===== src/rtl/dsi_seq_pkg.sv =====
// Shared codes, FSM encoding and LP level-pattern breakpoints for the DSI lane sequencer.
package dsi_seq_pkg;

  // Per-lane state codes
  localparam logic [1:0] ST_DRIVE = 2'b00;
  localparam logic [1:0] ST_HOLD  = 2'b01;
  localparam logic [1:0] ST_LP    = 2'b10;
  localparam logic [1:0] ST_LP00  = 2'b11;

  // Per-lane level codes
  localparam logic [1:0] LV_L01 = 2'b01;
  localparam logic [1:0] LV_L10 = 2'b10;
  localparam logic [1:0] LV_L11 = 2'b11;

  // Clock-lane DAC codes
  localparam logic [7:0] DAC_LP_P = 8'hBF;
  localparam logic [7:0] DAC_LP_N = 8'hFF;
  localparam logic [7:0] DAC_HS   = 8'h16;

  // LP pattern breakpoints (first cycle index of the next level)
  localparam int unsigned BRK_N_L01 = 57;
  localparam int unsigned BRK_P_L01 = 60;
  localparam int unsigned BRK_P_L10 = 110;

  typedef enum logic [2:0] {
    S_IDLE,
    S_STARTUP,
    S_LP00,
    S_DATA,
    S_TRAIL,
    S_HIGH,
    S_POST
  } seq_state_e;

  function automatic int unsigned max_u(input int unsigned a, input int unsigned b);
    return (a > b) ? a : b;
  endfunction

endpackage


===== src/rtl/dsi_lp_pattern.sv =====
// Maps bus type and cycle index within an LP period to the lane level code.
module dsi_lp_pattern
  import dsi_seq_pkg::*;
#(
  parameter int unsigned CW = 8
) (
  input  logic          bus_p,
  input  logic [CW-1:0] cyc,
  output logic [1:0]    level
);

  // P: L01 / L10 / L11 segments; N: L01 then L11
  always_comb begin
    level = LV_L11;
    if (bus_p) begin
      if (cyc < CW'(BRK_P_L01))      level = LV_L01;
      else if (cyc < CW'(BRK_P_L10)) level = LV_L10;
    end else begin
      if (cyc < CW'(BRK_N_L01))      level = LV_L01;
    end
  end

endmodule


===== src/rtl/dsi_lane_sequencer.sv =====
// Multi-lane MIPI-DSI test-pattern sequencer: startup, LP00 entry, data burst,
// trail, long-high and post periods, repeating while enabled.
module dsi_lane_sequencer
  import dsi_seq_pkg::*;
#(
  parameter int unsigned LANES          = 1,
  parameter int unsigned STARTUP_CYC    = 1080000,
  parameter int unsigned T_LP00         = 599,
  parameter int unsigned SYMS_PER_BURST = 1334,
  parameter int unsigned T_SYM          = 903,
  parameter int unsigned T_SYM_DRIVE    = 851,
  parameter int unsigned T_TRAIL        = 888,
  parameter int unsigned TRAIL_COUNT    = 533,
  parameter int unsigned T_HIGH         = 4712,
  parameter int unsigned POST_COUNT     = 7
) (
  input  logic               clk,
  input  logic               rst,
  input  logic               enable,
  input  logic               bus_type,
  input  logic               sym_valid,
  input  logic [2*LANES-1:0] sym_level,
  output logic               sym_ready,
  output logic [2*LANES-1:0] lane_state,
  output logic [2*LANES-1:0] lane_level,
  output logic               mipi_clk,
  output logic [7:0]         mipi_clk_dac,
  output logic               frame_start,
  output logic               frame_done,
  output logic               underrun,
  output logic               busy
);

  localparam int unsigned MAXP = max_u(max_u(max_u(STARTUP_CYC, T_LP00), max_u(SYMS_PER_BURST, T_SYM)),
                                       max_u(max_u(T_TRAIL, TRAIL_COUNT), max_u(T_HIGH, POST_COUNT)));
  localparam int unsigned CW = $clog2(MAXP) + 1;

  localparam logic [CW-1:0] STARTUP_LAST = CW'(STARTUP_CYC - 1);
  localparam logic [CW-1:0] LP00_LAST    = CW'(T_LP00 - 1);
  localparam logic [CW-1:0] SYM_LAST     = CW'(T_SYM - 1);
  localparam logic [CW-1:0] DRIVE_END    = CW'(T_SYM_DRIVE);
  localparam logic [CW-1:0] SYMS_LAST    = CW'(SYMS_PER_BURST - 1);
  localparam logic [CW-1:0] TRAIL_LAST   = CW'(T_TRAIL - 1);
  localparam logic [CW-1:0] TRAILS_LAST  = CW'(TRAIL_COUNT - 1);
  localparam logic [CW-1:0] HIGH_LAST    = CW'(T_HIGH - 1);
  localparam logic [CW-1:0] POSTS_LAST   = CW'(POST_COUNT - 1);

  seq_state_e         state, state_d;
  logic [CW-1:0]      cyc, cyc_d;
  logic [CW-1:0]      cnt, cnt_d;
  logic               bus_lat, bus_lat_d;
  logic [2*LANES-1:0] sym_q, sym_d;
  logic               und_d;

  logic [2*LANES-1:0] lane_state_d, lane_level_d;
  logic               mipi_clk_d, sym_ready_d, frame_start_d, frame_done_d, busy_d;
  logic [7:0]         dac_d;

  logic               pat_bus_p;
  logic [1:0]         pat_level;

  // Next state, phase counters, bus-type latch and symbol capture
  always_comb begin
    state_d   = state;
    cyc_d     = cyc + 1'b1;
    cnt_d     = cnt;
    bus_lat_d = bus_lat;
    sym_d     = sym_q;
    und_d     = underrun;

    case (state)
      S_IDLE: begin
        cyc_d = '0;
        cnt_d = '0;
        if (enable) state_d = S_STARTUP;
      end
      S_STARTUP: begin
        if (cyc == STARTUP_LAST) begin
          state_d = S_LP00;
          cyc_d   = '0;
        end
      end
      S_LP00: begin
        if (cyc == LP00_LAST) begin
          state_d = S_DATA;
          cyc_d   = '0;
          cnt_d   = '0;
        end
      end
      S_DATA: begin
        if (cyc == SYM_LAST) begin
          cyc_d = '0;
          if (cnt == SYMS_LAST) begin
            state_d = S_TRAIL;
            cnt_d   = '0;
          end else begin
            cnt_d = cnt + 1'b1;
          end
        end
      end
      S_TRAIL: begin
        if (cyc == TRAIL_LAST) begin
          cyc_d = '0;
          if (cnt == TRAILS_LAST) begin
            state_d = S_HIGH;
            cnt_d   = '0;
          end else begin
            cnt_d = cnt + 1'b1;
          end
        end
      end
      S_HIGH: begin
        if (cyc == HIGH_LAST) begin
          state_d = S_POST;
          cyc_d   = '0;
          cnt_d   = '0;
        end
      end
      S_POST: begin
        if (cyc == TRAIL_LAST) begin
          cyc_d = '0;
          if (cnt == POSTS_LAST) begin
            cnt_d   = '0;
            state_d = enable ? S_LP00 : S_IDLE;
          end else begin
            cnt_d = cnt + 1'b1;
          end
        end
      end
      default: begin
        state_d = S_IDLE;
        cyc_d   = '0;
        cnt_d   = '0;
      end
    endcase

    if (state_d == S_LP00 && state != S_LP00) bus_lat_d = bus_type;

    // sym_ready is registered, so it marks exactly the capture edge
    if (sym_ready) begin
      if (sym_valid) begin
        sym_d = sym_level;
      end else begin
        und_d = 1'b1;
        if (state == S_LP00) sym_d = {LANES{LV_L01}};
      end
    end
  end

  assign pat_bus_p = (state_d == S_HIGH) ? 1'b1 : bus_lat_d;

  dsi_lp_pattern #(.CW(CW)) u_pattern (
    .bus_p (pat_bus_p),
    .cyc   (cyc_d),
    .level (pat_level)
  );

  // Output decode from the next-state values so registered outputs line up with the state they describe
  always_comb begin
    lane_state_d  = {LANES{ST_LP}};
    lane_level_d  = {LANES{LV_L11}};
    mipi_clk_d    = 1'b1;
    dac_d         = DAC_LP_N;
    sym_ready_d   = 1'b0;
    frame_start_d = 1'b0;
    frame_done_d  = 1'b0;
    busy_d        = (state_d != S_IDLE);

    case (state_d)
      S_STARTUP: begin
        dac_d = bus_type ? DAC_LP_P : DAC_LP_N;
      end
      S_LP00: begin
        lane_state_d  = {LANES{ST_LP00}};
        mipi_clk_d    = 1'b0;
        dac_d         = DAC_HS;
        frame_start_d = (cyc_d == '0);
        sym_ready_d   = (cyc_d == LP00_LAST);
      end
      S_DATA: begin
        lane_state_d = (cyc_d < DRIVE_END) ? {LANES{ST_DRIVE}} : {LANES{ST_HOLD}};
        lane_level_d = sym_d;
        mipi_clk_d   = 1'b0;
        dac_d        = DAC_HS;
        sym_ready_d  = (cyc_d == SYM_LAST) && (cnt_d != SYMS_LAST);
      end
      S_TRAIL, S_HIGH, S_POST: begin
        lane_level_d = {LANES{pat_level}};
        dac_d        = bus_lat_d ? DAC_LP_P : DAC_LP_N;
        frame_done_d = (state_d == S_POST) && (cyc_d == TRAIL_LAST) && (cnt_d == POSTS_LAST);
      end
      default: ;
    endcase
  end

  // FSM state and datapath registers
  always_ff @(posedge clk) begin
    if (rst) begin
      state    <= S_IDLE;
      cyc      <= '0;
      cnt      <= '0;
      bus_lat  <= 1'b0;
      sym_q    <= {LANES{LV_L01}};
      underrun <= 1'b0;
    end else begin
      state    <= state_d;
      cyc      <= cyc_d;
      cnt      <= cnt_d;
      bus_lat  <= bus_lat_d;
      sym_q    <= sym_d;
      underrun <= und_d;
    end
  end

  // Registered lane and clock-lane outputs
  always_ff @(posedge clk) begin
    if (rst) begin
      lane_state   <= {LANES{ST_LP}};
      lane_level   <= {LANES{LV_L11}};
      mipi_clk     <= 1'b1;
      mipi_clk_dac <= DAC_LP_N;
      sym_ready    <= 1'b0;
      frame_start  <= 1'b0;
      frame_done   <= 1'b0;
      busy         <= 1'b0;
    end else begin
      lane_state   <= lane_state_d;
      lane_level   <= lane_level_d;
      mipi_clk     <= mipi_clk_d;
      mipi_clk_dac <= dac_d;
      sym_ready    <= sym_ready_d;
      frame_start  <= frame_start_d;
      frame_done   <= frame_done_d;
      busy         <= busy_d;
    end
  end

endmodule

===== config.mk =====
export PLATFORM = sky130hd
export DESIGN_NAME = dsi_lane_sequencer
export DESIGN_NICKNAME = d
export VERILOG_FILES = /design/src/rtl/dsi_seq_pkg.sv /design/src/rtl/dsi_lp_pattern.sv /design/src/rtl/dsi_lane_sequencer.sv
export SDC_FILE = /design/constraint.sdc
export NUM_CORES = 1
export LEC_CHECK = 0
export ABC_AREA = 0
export CORE_MARGIN = 10
export CORE_UTILIZATION = 55
export CTS_BUF_LIST = sky130_fd_sc_hd__clkbuf_16
export CTS_CLUSTER_DIAMETER = 100
export DETAILED_ROUTE_END_ITERATION = 6
export PLACE_DENSITY = 0.72
export SLEW_MARGIN = 20
export SYNTH_ARGS = -nofsm -noshare
export SYNTH_HDL_FRONTEND = slang
export SYNTH_SLANG_ARGS = --single-unit

===== constraint.sdc =====
create_clock -name clk -period 3.6 [get_ports clk]
set_clock_uncertainty 0.1 [all_clocks]
set_input_delay 0.72 -clock clk [delete_from_list [all_inputs] [get_ports clk]]
set_output_delay 0.72 -clock clk [all_outputs]
set_load 0.01 [all_outputs]

# Word-level counts from Yosys, hierarchy flattened

Cells that the tools add are included.

Reductions and logical operators: 13
Bitwise logic cells: 3
Equality and inequality tests: 26
Multiplexer cells: 44
Magnitude comparators: 4
Add/subtract/negate cells: 2

Operator list:

| operator                | count |
|---|---|
| $mux W22                | 13 |
| $eq A22 B10 Y1 const B  | 7 |
| $pmux W22 S6            | 1 |
| $pmux W22 S5            | 1 |
| $add A22 B1 Y22 const B | 2 |
| $eq A22 B3 Y1 const B   | 2 |
| $lt A22 B6 Y1 const B   | 2 |
| $mux W3                 | 10 |
| $pmux W8 S3             | 1 |
| $eq A22 B11 Y1 const B  | 1 |
| $eq A22 B13 Y1 const B  | 1 |
| $eq A22 B21 Y1 const B  | 1 |
| $logic_not A22 Y1       | 1 |
| $lt A22 B10 Y1 const B  | 1 |
| $lt A22 B7 Y1 const B   | 1 |
| $ne A22 B11 Y1 const B  | 1 |
| $pmux W3 S7             | 1 |
| $eq A3 B3 Y1 const B    | 6 |
| $mux W2                 | 7 |
| $mux W7                 | 2 |
| $eq A3 B2 Y1 const B    | 4 |
| $pmux W2 S2             | 2 |
| $reduce_or A2 Y1        | 4 |
| $eq A3 B1 Y1 const B    | 2 |
| other kinds (9)         | 18 |

Input port bits: 7
Logic and storage cells: 106
Output and inout port bits: 18
Register bits after elaboration: 68

# Longest topological paths before layout

Word-level depth: 10
Mapped depth: 13
Mapped depth without buffers: 11

# By module

From an unflattened synthesis, not the netlist that was laid out.

Cell total of the unflattened synthesis: 537
Area, all modules: 4093.9 um^2

By module, submodules not included:

| module             | cells an instance | times used | seq. area each (um^2) | area an instance (um^2) |
|---|---|---|---|---|
| dsi_lane_sequencer | 522               | 1          | 1241.2                | 3992.6 |
| dsi_lp_pattern     | 15                | 1          | 0.0                   | 101.3 |

# Worst setup path before layout

No wires, ideal clock.

Path kind: register to register
Start point: reg cyc[13]
End point: reg frame_done
Setup time: 61 ps
Clock period less this slack: 3183 ps
Data arrival time: 3022 ps
Cell stages (with the launch flop): 11
Required time: 3439 ps
Path buffers: 2
Setup slack: 417 ps
Cells stage by stage: dfxtp_1 -> clkbuf_1 -> or4b_1 -> or4_4 -> buf_6 -> o41ai_4 -> o31ai_2 -> a221oi_1 -> nand4_1 -> nor4_2 -> and4_1

Cells in the longest elaborated chain, start to end: 7
Elaborated cells on any way between the ends: 35
Those cells by class: 1 x add/sub; 10 x eq/ne; 19 x mux; 1 x bitwise; 4 x reduce/logical

RTL lines:

| element                                                 | RTL line                  | RTL |
|---|---|---|
| start: declaration                                      | dsi_lane_sequencer.sv:49  | `logic [CW-1:0] cyc, cyc_d;` |
| start signal: assignment                                | dsi_lane_sequencer.sv:207 | `cyc <= cyc_d;` |
| branches (longest 7 deep; another with $add A22 B1 Y22) | --                        |  |
| end signal: assignment                                  | dsi_lane_sequencer.sv:233 | `frame_done <= frame_done_d;` |
| end: declaration                                        | dsi_lane_sequencer.sv:29  | `output logic frame_done,` |

Parallel ways; which one is timed is not known.
A chain may end at the register's enable or synchronous reset.

# Final worst setup path

Start point: reg cyc[15]
End point: reg frame_done

The elaborated chain is that of the path after synthesis.

==> impl_results.md <==
- Status: finished clean
- Via count: a little over 4,000
- Max_slew headroom: 59.2%
- TritonCTS clock tree: built
- PortBufs: 21
- Total Routed Length: between 10,000 and 15,000 µm
- Cell Pwr Density: around 350 mW/mm²
- WL/cell: 17.3 µm
- Die X: ~110 µm
- #FFs+latches synth: 62
- Final RePlAce weighted congestion: between 0.9 and 1
- Top-count cell post-synth: nor2_1
- CP Buf/Inv Count: 0
- CTS clk-pin slew, worst paths: ~0.05 ns
- Critical Path Source Type: flip-flop
- Post-synth ARST share: 0%
- Crit-path cells: or4_4, or4_4, o31ai_4, nor3_1, a21oi_2, and3_1, o21ai_1, a2111oi_4, and4_1
- I/O pin count: 25
- Post-synth EDFFs: 0
- Top post-synthesis cells by count: 66 x nor2_1, 62 x dfxtp_1, 42 x nand2_1, 28 x a21oi_1, 26 x nand3_1
- Crit. End Element: flip-flop
- Setup_tns: 0 ns
- Lkg Pwr: 0.00170 µW
- DP HPWL: ~8500 µm
- Post-route clock period utilization: a little over nine tenths
- Row count: 31
- RSZ-0062 raised after global routing: no
- Vias/cell: ~6.3
- CTS Hold Bufs: 0
- FILL cells: around 670
- Max-cap violations: 0
- GRT Total Usage: roughly 20%
- Distinct cells, synth: 73
- Final setup viols: 0
- Crit path kind: flip-flop to flip-flop
- Die area: approximately 0.011 mm²
- CP most frequent cell: or4_4
- Final min period: approximately 3.4 ns
- Area contributors post-synth: dfxtp_1 31%, nor2_1 6.1%, nand2_1 3.9%
- Pre-CTS worst setup slack: between 0.08 and 0.09 ns
- Max clock buf depth: 2
- Sequential share of the synthesized area: 30.6%
- Register-to-register setup slack: 0.20 ns
- WP data arrival: about 3.6 ns
- Final hold vios: 0
- Synth Cell Area: roughly 0.004 mm²
- Syn avg cell area: ~7.7 µm²
- DRC viols: 0
- Initial Utilization: a little under three fifths
- Slowest stage cell, crit path: or4_4
- First-pass GRT wire length: about 19,000 µm
- Area growth, synth to finish: 17.7%
- Net count, final: 563
- DRT Pass-1 Iters: 5
- Layout cells sized above 1: between 10% and 20%
- CP delay by family, top: simple AND/OR/NAND/NOR gates
- Sequential cell area: between 0.001 and 0.0015 mm²
- Core Box Area: approximately 0.0072 mm²
- Peak supply drop: around 0.28 mV
- Share of the synthesized area in the top cell type: 30.6%
- Ant. Diodes: 0
- H-tree Lvls: 3
- Die Y: 106 µm
- Top_reg_cell synth: dfxtp_1
- Vias in the first global route: about 3,900
- Worst setup margin: approximately 0.2 ns
- Worst Path Required: between 3 and 4 ns
- CTS Buf Count: 9
- Yosys warnings: 0
- CTS Sinks: 62
- Fmax achieved: between 200 and 300 MHz
- CTS root buf: clkbuf_16
- Slew @ Worst Pin: between 0.6 and 0.7 ns
- DRT iter0 DRCs: between 200 and 300
- Slew Limit Fails: 0
- Grt ovf: 0
- Post-synth top area cell: dfxtp_1
- CP peak stage delay: approximately 0.6 ns
- Synth Instances: about 530
- Worst-path fanout max: 7
- Utilization after layout: 66.1%
- Clk Latency, worst-skew pair: ~0.33 ns
- Power consumption: between 1500 and 2000 µW
- DRT antenna net count: 0
- Worst min path class: flip-flop to flip-flop
- Initial antenna violation count: 0
- Multi-input gate area: between 0.002 and 0.003 mm²
- Pin count of the biggest net entering global routing: 23
[area by class of cell]
class / instances / area share, %
multi-input combinational: 418 / 55.4
clock buffer: 9 / 4.73
inverter: 13 / 1.02
timing repair buffer: 46 / 8.35
sequential: 62 / 26.0
tap: 99 / 2.60
clock inverter: 7 / 1.89
[final timing paths]
kind	endpoint	cells past startpoint	startpoint
worst max-delay path	frame_done$_SDFF_PP0_	9	cyc[15]$_SDFF_PP0_
worst min-delay path	underrun$_SDFFE_PP0P_	2	underrun$_SDFFE_PP0P_
worst max register to register	frame_done$_SDFF_PP0_	9	cyc[15]$_SDFF_PP0_
worst min register to register	underrun$_SDFFE_PP0P_	2	underrun$_SDFFE_PP0P_
[state kept, by name, indices dropped and copies added (netlist names), 2 cells and up]
name / flops
lane_state: 2
cyc: 22
state: 3
sym_q: 2
lane_level: 2
cnt: 22
mipi_clk_dac: 2
[worst register-to-register path: cells and delay by family (launching register included)]
kind | cells | cell delay (ns)
AO/OA/AOI/OAI | 4 | 1.13
AND/OR/NAND/NOR | 5 | 1.76
flip-flops | 1 | 0.37
[timing repair]
| item | CTS | global route |
|---|---|---|
| resized for setup | 0 | 8 |
| setup endpoints to repair | 0 | 2 |
| buffers inserted | 0 | 0 |
| endpoints found under the hold margin | 0 | 0 |
[where the power goes]
group          internal (µW)  switching (µW)  total (µW)  leakage, µW
registers                690            6.05         696     0.000500
logic                   32.7            46.9        79.6      0.00104
clock network            601             305         907     0.000158
total                   1320             358        1680      0.00170
[cell families (layout without fill, tap and decap cells)]
family          after synthesis  after routing  share of synthesized area (%)
compound gates              115            115                           19.8
fa+ha+maj                     6              6                           1.85
other cells                   1              3                         0.0926
flops                        62             62                           30.6
xor+xnor                     27             27                           5.84
mux                           3              3                          0.772
buf+inv                      48             75                           5.99
simple gates                264            264                           35.0
[cells in the final DEF, fill, tap and decap left out, types with 3 or more instances in the layout]
master            n
nor2_1           66
nor4_1           12
inv_1            14
o21a_1            4
clkdlybuf4s50_1  21
or3_1             9
nand2b_1          7
xnor2_1          14
and4_1            5
a21oi_1          28
and2_1            5
clkbuf_16         9
nor3_1           21
xor2_1           13
nand3_1          26
a31oi_1          12
buf_4            25
dfxtp_1          62
o211ai_1          4
or2_2             8
conb_1            3
nand4_1          12
ha_1              6
nand4b_1          4
a21o_1            4
nand3b_1          3
o31ai_1           3
o22ai_1           3
o21bai_1          3
o21ai_0          20
and3_1           12
nand2_1          42
nor2b_1          11
[per-stage QoR]
stage               instances  cell area (µm²)  hold slack (ns)
finish                    654             4770            0.362
global route              654             4770            0.396
CTS                       654             4700            0.367
detailed placement        638             4390            0.353
global placement          638             4390            0.353
floorplan                 528             4060            0.348
[routing by layer]
| layer | track usage, % | vias to the layer above | wire (µm) |
|---|---|---|---|
| met5 | 0 | - | 0 |
| met4 | 8.41 | 0 | 324 |
| met3 | 3.78 | 28 | 734 |
| met2 | 34.4 | 192 | 5590 |
| met1 | 23.5 | 1916 | 4670 |
| li1 | - | 1955 | - |
Power figures use the tool's default switching activity.
